`src/rtl/sim_pkg.sv`:
```
// rtl/sim_pkg.sv - shared widths, FSM states and saturation helpers for the axis simulator
package sim_pkg;

  // Integer-part widths; each user adds its own PRECISION fractional bits.
  localparam int IN_INT  = 16;
  localparam int ACC_INT = 18;
  localparam int VEL_INT = 24;
  localparam int POS_INT = 26;
  localparam int STEP_W  = 16;

  typedef enum logic [2:0] {
    S_IDLE,
    S_ACC,
    S_VEL,
    S_POS,
    S_WR,
    S_DONE
  } state_t;

  typedef logic signed [63:0] wide_t;

  function automatic wide_t saturate(input wide_t v, input wide_t lim);
    if (v > lim) return lim;
    if (v < -lim) return -lim;
    return v;
  endfunction

  // Compares on whole steps, so a fractional overshoot inside the end step is kept.
  function automatic wide_t clamp_steps(input wide_t p, input wide_t lo, input wide_t hi,
                                        input int prec);
    if ((p >>> prec) > hi) return hi <<< prec;
    if ((p >>> prec) < lo) return lo <<< prec;
    return p;
  endfunction

endpackage

```
`src/rtl/sim_tick_gen.sv`:
```
// rtl/sim_tick_gen.sv - free-running simulation tick or pass-through of an external strobe
module sim_tick_gen #(
  parameter int SIM_PERIOD = 500_000,
  parameter bit EXT_TICK   = 1'b0
) (
  input  logic clock,
  input  logic reset,
  input  logic ext_tick,
  output logic tick
);

  localparam int CW = (SIM_PERIOD > 1) ? $clog2(SIM_PERIOD) : 1;

  logic [CW-1:0] cnt;
  logic          wrap;

  assign wrap = (cnt == CW'(SIM_PERIOD - 1));

  always_ff @(posedge clock or posedge reset) begin
    if (reset) begin
      cnt <= '0;
    end else if (wrap) begin
      cnt <= '0;
    end else begin
      cnt <= cnt + CW'(1);
    end
  end

  assign tick = EXT_TICK ? ext_tick : wrap;

endmodule

```
`src/rtl/multi_axis_simulator.sv`:
```
// rtl/multi_axis_simulator.sv - time-multiplexed acc/vel/pos integrator for CHANNELS stepper axes
module multi_axis_simulator
  import sim_pkg::*;
#(
  parameter int CHANNELS   = 2,
  parameter int PRECISION  = 16,
  parameter int SIM_PERIOD = 500_000,
  parameter bit EXT_TICK   = 1'b0,
  parameter int DAMP_SHIFT = 0,
  parameter int VEL_MAX    = 32767,
  parameter int POS_MIN    = -32768,
  parameter int POS_MAX    = 32767
) (
  input  logic                                  clock,
  input  logic                                  reset,
  input  logic                                  ext_tick,
  input  logic [CHANNELS*(16+PRECISION)-1:0]    alavanca1,
  input  logic [CHANNELS*(16+PRECISION)-1:0]    alavanca2,
  input  logic [16+PRECISION-1:0]               gravity,
  input  logic [CHANNELS-1:0]                   zero_req,
  output logic [CHANNELS*16-1:0]                delta_steps,
  output logic [CHANNELS*16-1:0]                current_pos,
  output logic [CHANNELS-1:0]                   limit_hit,
  output logic                                  busy,
  output logic                                  update_done,
  output logic                                  tick_overrun
);

  localparam int IN_W  = IN_INT + PRECISION;
  localparam int ACC_W = ACC_INT + PRECISION;
  localparam int VEL_W = VEL_INT + PRECISION;
  localparam int POS_W = POS_INT + PRECISION;
  localparam int CH_W  = (CHANNELS > 1) ? $clog2(CHANNELS) : 1;
  localparam wide_t VEL_LIM = wide_t'(VEL_MAX) <<< PRECISION;

  state_t            state, nstate;
  logic              tick;
  logic [CH_W-1:0]   ch;
  logic              last_ch;

  logic [CHANNELS*IN_W-1:0] al1_s, al2_s;
  logic [IN_W-1:0]          grav_s;
  logic [CHANNELS-1:0]      zero_s;

  logic signed [ACC_W-1:0]  acc_r;
  logic signed [VEL_W-1:0]  vel_r;
  logic signed [POS_W-1:0]  pos_r;
  logic                     lim_r;

  logic signed [VEL_W-1:0]  vel_mem [CHANNELS];
  logic signed [POS_W-1:0]  pos_mem [CHANNELS];
  logic signed [STEP_W-1:0] cur_mem [CHANNELS];
  logic signed [STEP_W-1:0] dlt_mem [CHANNELS];

  logic signed [IN_W-1:0]   a1, a2, g;
  logic signed [STEP_W-1:0] new_pos;
  wide_t acc_sum, vel_sum, vel_sat, pos_sum, pos_clamped;

  sim_tick_gen #(
    .SIM_PERIOD (SIM_PERIOD),
    .EXT_TICK   (EXT_TICK)
  ) u_tick (
    .clock    (clock),
    .reset    (reset),
    .ext_tick (ext_tick),
    .tick     (tick)
  );

  assign last_ch = (ch == CH_W'(CHANNELS - 1));

  always_ff @(posedge clock or posedge reset) begin
    if (reset) begin
      state <= S_IDLE;
    end else begin
      state <= nstate;
    end
  end

  always_comb begin
    nstate = state;
    case (state)
      S_IDLE:  if (tick) nstate = S_ACC;
      S_ACC:   nstate = S_VEL;
      S_VEL:   nstate = S_POS;
      S_POS:   nstate = S_WR;
      S_WR:    nstate = last_ch ? S_DONE : S_ACC;
      S_DONE:  nstate = S_IDLE;
      default: nstate = S_IDLE;
    endcase
  end

  always_comb begin
    busy        = (state != S_IDLE);
    update_done = (state == S_DONE);
  end

  // Shared datapath, one stage per FSM state for the channel selected by ch.
  always_comb begin
    a1          = al1_s[int'(ch)*IN_W +: IN_W];
    a2          = al2_s[int'(ch)*IN_W +: IN_W];
    g           = grav_s;
    acc_sum     = wide_t'(a1) + wide_t'(a2) + wide_t'(g);
    vel_sum     = wide_t'(vel_mem[ch]) + wide_t'(acc_r)
                - ((DAMP_SHIFT != 0) ? (wide_t'(vel_mem[ch]) >>> DAMP_SHIFT) : wide_t'(0));
    vel_sat     = saturate(vel_sum, VEL_LIM);
    pos_sum     = wide_t'(pos_mem[ch]) + wide_t'(vel_r);
    pos_clamped = clamp_steps(pos_sum, wide_t'(POS_MIN), wide_t'(POS_MAX), PRECISION);
    new_pos     = pos_r[PRECISION +: STEP_W];
  end

  always_ff @(posedge clock or posedge reset) begin
    if (reset) begin
      ch           <= '0;
      al1_s        <= '0;
      al2_s        <= '0;
      grav_s       <= '0;
      zero_s       <= '0;
      acc_r        <= '0;
      vel_r        <= '0;
      pos_r        <= '0;
      lim_r        <= 1'b0;
      limit_hit    <= '0;
      tick_overrun <= 1'b0;
      for (int k = 0; k < CHANNELS; k++) begin
        vel_mem[k] <= '0;
        pos_mem[k] <= '0;
        cur_mem[k] <= '0;
        dlt_mem[k] <= '0;
      end
    end else begin
      if (tick && state == S_IDLE) begin
        al1_s  <= alavanca1;
        al2_s  <= alavanca2;
        grav_s <= gravity;
        zero_s <= zero_req;
        ch     <= '0;
      end
      if (tick && state != S_IDLE) begin
        tick_overrun <= 1'b1;
      end
      case (state)
        S_ACC: acc_r <= ACC_W'(acc_sum);
        S_VEL: vel_r <= VEL_W'(vel_sat);
        S_POS: begin
          pos_r <= POS_W'(pos_clamped);
          lim_r <= (pos_clamped != pos_sum);
          if (pos_clamped != pos_sum) vel_r <= '0;
        end
        S_WR: begin
          if (zero_s[ch]) begin
            vel_mem[ch]   <= '0;
            pos_mem[ch]   <= '0;
            cur_mem[ch]   <= '0;
            dlt_mem[ch]   <= -cur_mem[ch];
            limit_hit[ch] <= 1'b0;
          end else begin
            vel_mem[ch] <= vel_r;
            pos_mem[ch] <= pos_r;
            cur_mem[ch] <= new_pos;
            dlt_mem[ch] <= new_pos - cur_mem[ch];
            if (lim_r) limit_hit[ch] <= 1'b1;
          end
          if (!last_ch) ch <= ch + CH_W'(1);
        end
        default: ;
      endcase
    end
  end

  for (genvar k = 0; k < CHANNELS; k++) begin : g_out
    assign current_pos[k*STEP_W +: STEP_W] = cur_mem[k];
    assign delta_steps[k*STEP_W +: STEP_W] = dlt_mem[k];
  end

endmodule

```
`config.mk`:
```
export PLATFORM = sky130hd
export DESIGN_NAME = multi_axis_simulator
export DESIGN_NICKNAME = d
export VERILOG_FILES = /design/src/rtl/sim_pkg.sv /design/src/rtl/sim_tick_gen.sv /design/src/rtl/multi_axis_simulator.sv
export SDC_FILE = /design/constraint.sdc
export NUM_CORES = 1
export LEC_CHECK = 0
export CAP_MARGIN = 20
export CORE_UTILIZATION = 39
export DETAILED_ROUTE_END_ITERATION = 12
export GPL_ROUTABILITY_DRIVEN = 0
export PLACE_DENSITY_LB_ADDON = 0.1
export SLEW_MARGIN = 5
export SYNTH_ARGS = -nofsm -noshare
export SYNTH_HDL_FRONTEND = slang
export SYNTH_HIERARCHICAL = 1
export SYNTH_SLANG_ARGS = --single-unit
```
`constraint.sdc`:
```
create_clock -name clock -period 19 [get_ports clock]
set_clock_uncertainty 0.05 [all_clocks]
set_input_delay 2.85 -clock clock [delete_from_list [all_inputs] [get_ports clock]]
set_output_delay 2.85 -clock clock [all_outputs]
set_load 0.1 [all_outputs]
```
==> results of run 1 <==
-- flip-flops by register name (all words and copies together) (netlist names), 3 cells and up, named ones only --
signal / cells
pos_mem: 84
state: 3
g: 32
current_pos: 32
al1_s: 64
delta_steps: 32
u_tick/cnt: 19
vel_mem: 80
pos_r: 42
acc_r: 34
al2_s: 64
vel_r: 40
-- cells in the final DEF, fill, tap and decap left out, types with 69 or more instances in the layout --
cell | synthesis | final
sky130_fd_sc_hd__ha_1 | 132 | 132
sky130_fd_sc_hd__nand2_1 | 326 | 323
sky130_fd_sc_hd__o21ai_0 | 280 | 280
sky130_fd_sc_hd__clkdlybuf4s50_1 | 0 | 232
sky130_fd_sc_hd__a22o_1 | 88 | 88
sky130_fd_sc_hd__xnor2_1 | 70 | 70
sky130_fd_sc_hd__nor2_1 | 157 | 155
sky130_fd_sc_hd__clkbuf_16 | 0 | 69
sky130_fd_sc_hd__mux2_2 | 309 | 309
sky130_fd_sc_hd__a21oi_1 | 168 | 168
sky130_fd_sc_hd__dfrtp_1 | 533 | 532
sky130_fd_sc_hd__nand2b_1 | 142 | 142
-- worst reg2reg max path, delay by kind of cell (launching register included) --
family                   cells  cell delay (ps)
multiplexers                 1              480
AO/OA/AOI/OAI                7             2400
buffers and inverters        2             1730
adder cells (fa/ha/maj)      1              340
flip-flops                   1             1020
AND/OR/NAND/NOR              5             1810
-- layout make-up --
| cell class | instances | area [sq um] | area share [%] |
|---|---|---|---|
| clock buffers | 98 | 1956 | 5.365 |
| clock inverters | 20 | 252.7 | 0.6933 |
| inverters | 64 | 247.7 | 0.6796 |
| multi-input cells | 2324 | 16780 | 46.02 |
| flip-flops and latches | 533 | 13340 | 36.60 |
| well taps | 1040 | 1301 | 3.569 |
| repair buffers | 259 | 2579 | 7.074 |
-- Yosys cell counts (all sizes together), types with 5 or more instances --
cell / number / share of area (%)
nor2b: 11 / 0.22
and2: 16 / 0.32
xor2: 46 / 1.3
a22o: 88 / 2.5
a211oi: 20 / 0.48
nand4: 36 / 0.75
dfrtp: 533 / 43
nor3: 62 / 1.0
inv: 64 / 0.78
fa: 36 / 2.3
a21boi: 7 / 0.17
or4: 10 / 0.24
nand2: 326 / 3.9
mux2: 309 / 11
or3: 20 / 0.40
nor4b: 5 / 0.14
mux2i: 31 / 1.0
nand2b: 142 / 2.9
nor2: 157 / 1.9
a2111oi: 6 / 0.19
xnor2: 70 / 2.0
or2: 7 / 0.14
and3: 20 / 0.40
a31oi: 21 / 0.42
o21a: 20 / 0.48
ha: 132 / 5.3
o21bai: 20 / 0.48
a21oi: 171 / 2.8
nor4: 14 / 0.30
a31o: 5 / 0.14
nand3: 39 / 0.63
and4: 11 / 0.31
a21o: 66 / 1.6
o31a: 5 / 0.14
o31ai: 23 / 0.60
o21ai: 283 / 4.6
clkbuf: 148 / 1.8
o211ai: 12 / 0.29
buf: 24 / 0.43
-- where the power goes --
part | leakage (nW) | internal (mW) | switching, mW | total, mW
combinational | 8.46 | 0.0312 | 0.0272 | 0.0584
sequential | 7.43 | 1.14 | 0 | 1.14
clock | 1.08 | 0.771 | 0.509 | 1.28
-- through the flow --
stage | hold WS (ps) | setup WS [ps]
3_3_place_gp | 391.1 | 11100
2_1_floorplan | 390.8 | 1743
6_report | 401.5 | 11100
3_5_place_dp | 394.0 | 10990
5_1_grt | 450.5 | 10460
4_1_cts | 409.4 | 10960
-- path summary, 6_finish.rpt --
path,end,slack (ps)
min,tick_overrun$_DFFE_PP0P_,400
max in group asynchronous,pos_r[27]$_DFFE_PP0P_,13850
min reg2reg,tick_overrun$_DFFE_PP0P_,400
max reg2reg,vel_r[2]$_DFFE_PP0P_,11100
min in group asynchronous,tick_overrun$_DFFE_PP0P_,2630
max,vel_r[2]$_DFFE_PP0P_,11100
-- layer usage --
metal	vias to the layer above	wire length, um	global-route usage (%)
li1	11440	-	-
met1	11670	37790	26.85
met2	451	38200	33.47
met3	118	3030	3.127
met4	0	1932	5.811
met5	-	0	0
-- cell families after synthesis --
family	after synthesis
buffers and inverters	236
DFF	533
muxes	340
and+or+nand+nor	898
xor gates and xnor gates	116
adders and majority gates	168
AOI/OAI and AO/OA	802
==> out/results.txt, run 1 <==
The tree built by TritonCTS fans out to 533 sinks. The critical path's slowest cell was sky130_fd_sc_hd__dfrtp_4. The tools report the startpoint of the tightest hold check path as tick_overrun$_DFFE_PP0P_.

The final setup violation count is 0, and the yosys synthesis warning count is 6. The top cell family by delay on the critical path is compound AO/OA/AOI/OAI gates. From left edge to right edge, the die measures 283.9 um. The most common flop cell mapped by yosys is sky130_fd_sc_hd__dfrtp_1. The first-pass GRT wire length came out at 132.5 mm. Setup repair after global routing left no endpoint under its margin. During I/O placement, the number of pins put on the boundary was 234.

The run gives 0 ps as the total negative slack. In this run the worst setup path begins at ch$_DFF_PP0_. After synthesis, flip-flops and latches occupy 43.05% of the total area. The depth of the worst hold-timing path was 1; the post-layout net count was 3,581.

For the total number of placement rows, the log shows 102. Power comes to 2.474 mW. In the routed layout, each cell is associated on average with a via count of 5.457.

The number of buffers and inverters on the critical path is 2. In this run the power density over the cells is 67.87 nW/um^2. Traced cell by cell, the critical path runs through buf_4 > buf_4 > mux2_2 > ha_1 > a2111oi_0 > o21ai_0 > nand4_1 > nand4_1 > and3_1 > a211o_1 > a21oi_1 > nor4b_1 > a2111oi_1 > a22oi_2 > nor3_2 > a22o_1. The clock transition at the registers of the reported paths is 60 ps, and the number of antenna diodes is 0. The number of failing hold endpoints at the final stage is 0.

Based on the critical path, the design can be clocked at up to 0.1266 GHz. For this block, the routed nets add up to 80.95 mm of wire. The H-tree generated during clock tree synthesis spans 3 levels.

At the worst endpoint, the required time is 19,480 ps. Synthesis inferred 533 register bits. Post-CTS repair changed the size of 0 cells. The detailed router finished its first iteration with 1,393 violations. The worst max-slew margin expressed relative to the limit was 30.22%; the path depth of the worst reg2reg path was 16.

The number of setup buffers added after CTS is 0. A synthesized cell averages 10.02 sq um. The clock root buffer master was sky130_fd_sc_hd__clkbuf_16. The shortest clock period the worst path allows after layout is 7896 ps, and the floorplan die height is 283.9 um. The peak supply drop came out at 0.05259 mV. Counting every instance in the synthesized netlist gives 3,093. The logs give 20.08% for the global-route total usage across every layer and 30,980 sq um for the cell area after synthesis.

Kind of critical path: flop to flop. The analysis attributes to cell leakage a power of 16.96 nW. The run finished with clean final reports.

Buffers inserted during clock tree synthesis total 66. The floorplan step defined a die boundary enclosing 80,580 sq um. In the routed design, unresolved DRC markers number 0. The maximum number of buffers from clock root to sink was 3; the number of enable flip-flop cells after synthesis was 0. The number of maximum-capacitance constraint violations is 0. The final clock period utilization by the worst path works out to 41.56%. The layout has 7,254 filler cells. The adder-cell area share of the yosys netlist works out to 7.657%. After Yosys synthesis, and, or, nand and nor cells account for 14.23% of the synthesized area. Excluding fillers, the count of instances in the completed layout stands at 4,338.

TritonCTS built the clock tree. The worst setup path is launched from a flop. The run gives 39.73% as the initial cell density of the core.

In this run the worst path has a maximum fanout of 63. For this block, the via count after detailed routing is 23,670. The number of library cell types mapped by synthesis was 90.

For this run, asynchronously set or reset flops after synthesis account for 100.0%. The synthesized netlist devotes 3.279% of its cell area to XOR and XNOR gates. Worst stage delay on the critical path: 1020 ps. The final HPWL from detailed placement was 56.98 mm. The standard cell core area was 77,980 sq um; the share of the synthesized area in compound gates (AO/OA/AOI/OAI) was 16.56%. The tightest min-delay check is of the flop to flop type. After routing the design area is 36,460 sq um. Number of global-route vias before repair: 24,200. The critical path crosses 16 cells after its start point. At the later pin of the worst-skew pair, clock insertion delay measures 610 ps. For the post-layout utilization of the core, the log shows 46.75%.

The count of final max-slew check failures is 0. Net count after synthesis: 3,426. The post-synthesis mux area share was 12.23%; the overall overflow remaining after global route was 0. The logs give 0 for the number of antenna violations at the first check in global routing and 152 for the pin count of the biggest net entering global routing. The first detailed-routing pass ran for 7 iterations.

Of the cells placed in the final design, the portion with a size suffix greater than 1 is 14.28%. After synthesis, the largest family of logic cells by area is compound AO/OA/AOI/OAI gates. Buffers inserted to repair hold after CTS numbered 0. Relative to the synthesized area, the layout overhead comes to 17.66%. The count of input and output buffers came out at 232. The placed instances occupy a cell area of 34,180 sq um. The source of the worst register-to-register timing path is ch$_DFF_PP0_.

Instance count after placement with tap cells included: 4,216. The actual slew at the worst max-slew pin was 1043 ps; the worst path arrival time was 8380 ps. STA classifies the critical path endpoint as a flop. The post-detailed-route count of antenna-violating nets was 0. Dividing the detail-routed wire length by the instance count gives 18.66 um.
(Power assumes the default switching activity.)
==> run 2: changes to the inputs <==
==> constraint.sdc (replaced) <==
create_clock -name clock -period 8.08 [get_ports clock]
set_clock_uncertainty 0.05 [all_clocks]
set_input_delay 1.212 -clock clock [delete_from_list [all_inputs] [get_ports clock]]
set_output_delay 1.212 -clock clock [all_outputs]
set_load 0.1 [all_outputs]
==> run 2 against run 1 <==
Largest cell class unchanged. Cell count about the same. Critical endpoint is now vel_r[5]$_DFFE_PP0P_. Critical path type unchanged. Critical path depth unchanged. Highest routed layer unchanged. Combinational power is 130% higher. Maximum frequency grew 18%.
==> out/results.txt, run 2 (same netlist as run 1, synthesis figures left out) <==
The run finished with clean final reports. Pin count of the biggest net entering global routing: 158 (+3.9%). For the remaining routing DRC violations, the log shows 0 (unchanged). TritonCTS built the clock tree. For the initial cell density of the core, the log shows 39.73% (unchanged). The total of hold buffers inserted after clock tree synthesis is 0 (unchanged). Broken down by cell family, the worst path's largest delay share belongs to simple AND/OR/NAND/NOR gates.

The shortest clock period the worst path allows after layout is 6667 ps (-1229 ps). The logs give 3 (unchanged) for the maximum number of buffers from clock root to sink and 132.8 mm (+0.27%) for the first-pass GRT wire length. The standard cell core area was 77,980 sq um (unchanged).

The worst setup path is launched from a flop. The tools report the total design power as 5.528 mW (+120%). DRC violation total after the first TritonRoute iteration: 1,370 (-1.7%).

The library cells used most frequently in the layout, excluding fill and tap cells, are sky130_fd_sc_hd__dfrtp_1 (532), sky130_fd_sc_hd__nand2_1 (323), sky130_fd_sc_hd__mux2_2 (309). Ranked by flip-flop count, first place goes to pos_mem. The worst stage delay on the critical path came out at 1010 ps (about the same).

Setup repair after global routing left no endpoint under its margin. The number of global-route vias before repair is 24,380 (+0.76%), and the fill cell instance count of the final layout is 7,238 (-0.22%). The largest registers in the layout are pos_mem: 84 flops, vel_mem: 80 flops. The vias per cell is 5.484 (+0.49%). The area overhead of the layout relative to synthesis is 17.07%. Final setup violation count: 0 (unchanged).

Traced cell by cell, the critical path runs through buf_4 > mux2_2 > ha_1 > o21ai_0 > o21ai_0 > nand4_1 > nand4_1 > and3_1 > nor2_1 > or4_1 > or4_1 > o2111a_1 > a22oi_2 > nor3_1 > buf_4 > a22o_1. In this run the worst hold path is classified as flop to flop. The critical path is of the flop to flop type. Final HPWL from detailed placement: 56.28 mm (-1.2%). The length of routed met2 wiring is 38.06 mm (-0.38%), and the total wirelength of the detailed-routed design is 80.93 mm (about the same). Critical path's slowest cell: sky130_fd_sc_hd__dfrtp_4. The logs give 0 (unchanged) for the number of antenna violations at the first check in global routing and 80,580 sq um (unchanged) for the area of the die.

The run gives 5 (-2) as the detailed-routing iteration count for the pre-antenna-repair pass. Final clock period utilization by the worst path: 82.52% (+41 points). The number of clock sinks came out at 533 (unchanged).

The boundary pin count was 234 (unchanged). The number of antenna diodes was 0 (unchanged). The tools report the capturing element type of the critical path as a flop.

Post-detailed-route count of antenna-violating nets: 0 (unchanged). The width of the chip is 283.9 um (unchanged), and the floorplan die height is 283.9 um (unchanged). The tools report the overall overflow remaining after global route as 0 (unchanged). The count of input and output buffers works out to 232 (unchanged). The minimum hold slack was 422.1 ps (+20.66 ps); the clock latency at the later pin of the worst-skew pair was 630 ps (+20 ps). The logs give 37.23 mm (-1.5%) for the routed metal-1 wire length and 7140 ps (-1240 ps) for the worst path arrival time. The number of CTS-inserted buffers is 61 (-7.6%), and the clock transition at the registers of the reported paths is 60 ps (about the same). The number of buffers and inverters on the critical path works out to 2 (unchanged).

The fraction of final layout cells with drive strength greater than 1 is 14.36% (+0.074 points), and the post-CTS repair timing setup buffer count is 0 (unchanged). The highest clock rate was 0.1500 GHz (+18%); the global-route total usage across every layer was 20.12% (+0.041 points). The tools report the peak supply drop as 0.1444 mV (+170%). The highest metal layer carrying signal wires in the routed design is met4.

The worst max-slew margin expressed relative to the limit is 26.98% (-3.2 points), and the via count of the routed design is 23,770 (+0.42%). The post-layout net count is 3,580 (-0.028%). The leakage power total is 16.89 nW (-0.41%). The number of maximum-capacitance constraint violations was 0 (unchanged); the number of flip-flops in the largest register was 84 (unchanged). The total negative slack is 0 ps (unchanged), and the maximum fanout count along the critical path is 54 (-14%). The actual slew at the worst max-slew pin was 1095 ps (+51.94 ps).

The run gives 0 (unchanged) as the number of failing hold endpoints at the final stage. The library cell used most frequently in the layout, excluding fill and tap cells, is sky130_fd_sc_hd__dfrtp_1. Count of final max-slew check failures: 0 (unchanged). The areal power density over the cells is 152.4 nW/um^2 (+120%), and the count of instances resized after the clock tree is built is 0 (unchanged). The run gives 102 (unchanged) as the total number of placement rows.

The total number of H-tree levels is 2 (-1). The clock root buffer master was sky130_fd_sc_hd__clkbuf_16. The wire length per cell came out at 18.67 um (about the same).

The length of routed met3 wiring was 3.888 mm (+28%). The data required time at the worst endpoint is 8550 ps (-10,930 ps).
[run 2: worst paths after layout]
kind,end,from,slack (ps),cells after the start
max,vel_r[5]$_DFFE_PP0P_,ch$_DFF_PP0_,1410,16
min,vel_mem[3]$_DFFE_PP0P_,vel_mem[3]$_DFFE_PP0P_,420,2
max reg2reg,vel_r[5]$_DFFE_PP0P_,ch$_DFF_PP0_,1410,16
min reg2reg,vel_mem[3]$_DFFE_PP0P_,vel_mem[3]$_DFFE_PP0P_,420,2
max in group asynchronous,pos_mem[37]$_DFFE_PP0P_,reset,4960,4
min in group asynchronous,al1_s[33]$_DFFE_PP0P_,reset,870,2
[run 2: cell type report]
| class | count | area (sq um) | share of cell area [%] |
|---|---|---|---|
| repair buffers | 263 | 2646 | 7.296 |
| multi-input cells | 2324 | 16770 | 46.24 |
| clock buffers | 89 | 1813 | 4.998 |
| clock inverters | 22 | 153.9 | 0.4243 |
| flip-flops and latches | 533 | 13340 | 36.78 |
| inverters | 64 | 244.0 | 0.6726 |
| well taps | 1040 | 1301 | 3.587 |
[run 2: tightest hold or removal path, cell delays in order, from the launching register on]
cell                      delay [ps]
sky130_fd_sc_hd__dfrtp_1         330
sky130_fd_sc_hd__nand2_1          40
sky130_fd_sc_hd__o21ai_0          60
[run 2: power by group]
| group | total [mW] | internal, mW | switching, mW |
|---|---|---|---|
| combinational | 0.137 | 0.0730 | 0.0642 |
| sequential | 2.67 | 2.67 | 0 |
| clock | 2.72 | 1.57 | 1.15 |
[run 2: layer usage]
metal  vias to the layer above  GRT usage [%]
met5                         -              0
met1                     11710          27.27
met2                       530          33.45
met3                       113          3.232
met4                         0          4.919
li1                      11420              -
[run 2: per-stage QoR]
step                util [%]  std cells  cell area, sq um  setup WS (ps)
global route           46.52       4335             36270          957.9
floorplan                  -       3093             30990         -162.3
global placement       43.89       4219             34230           1256
finish                 46.52       4335             36270           1413
CTS                    46.42       4330             36190           1157
detailed placement     43.89       4219             34230           1162
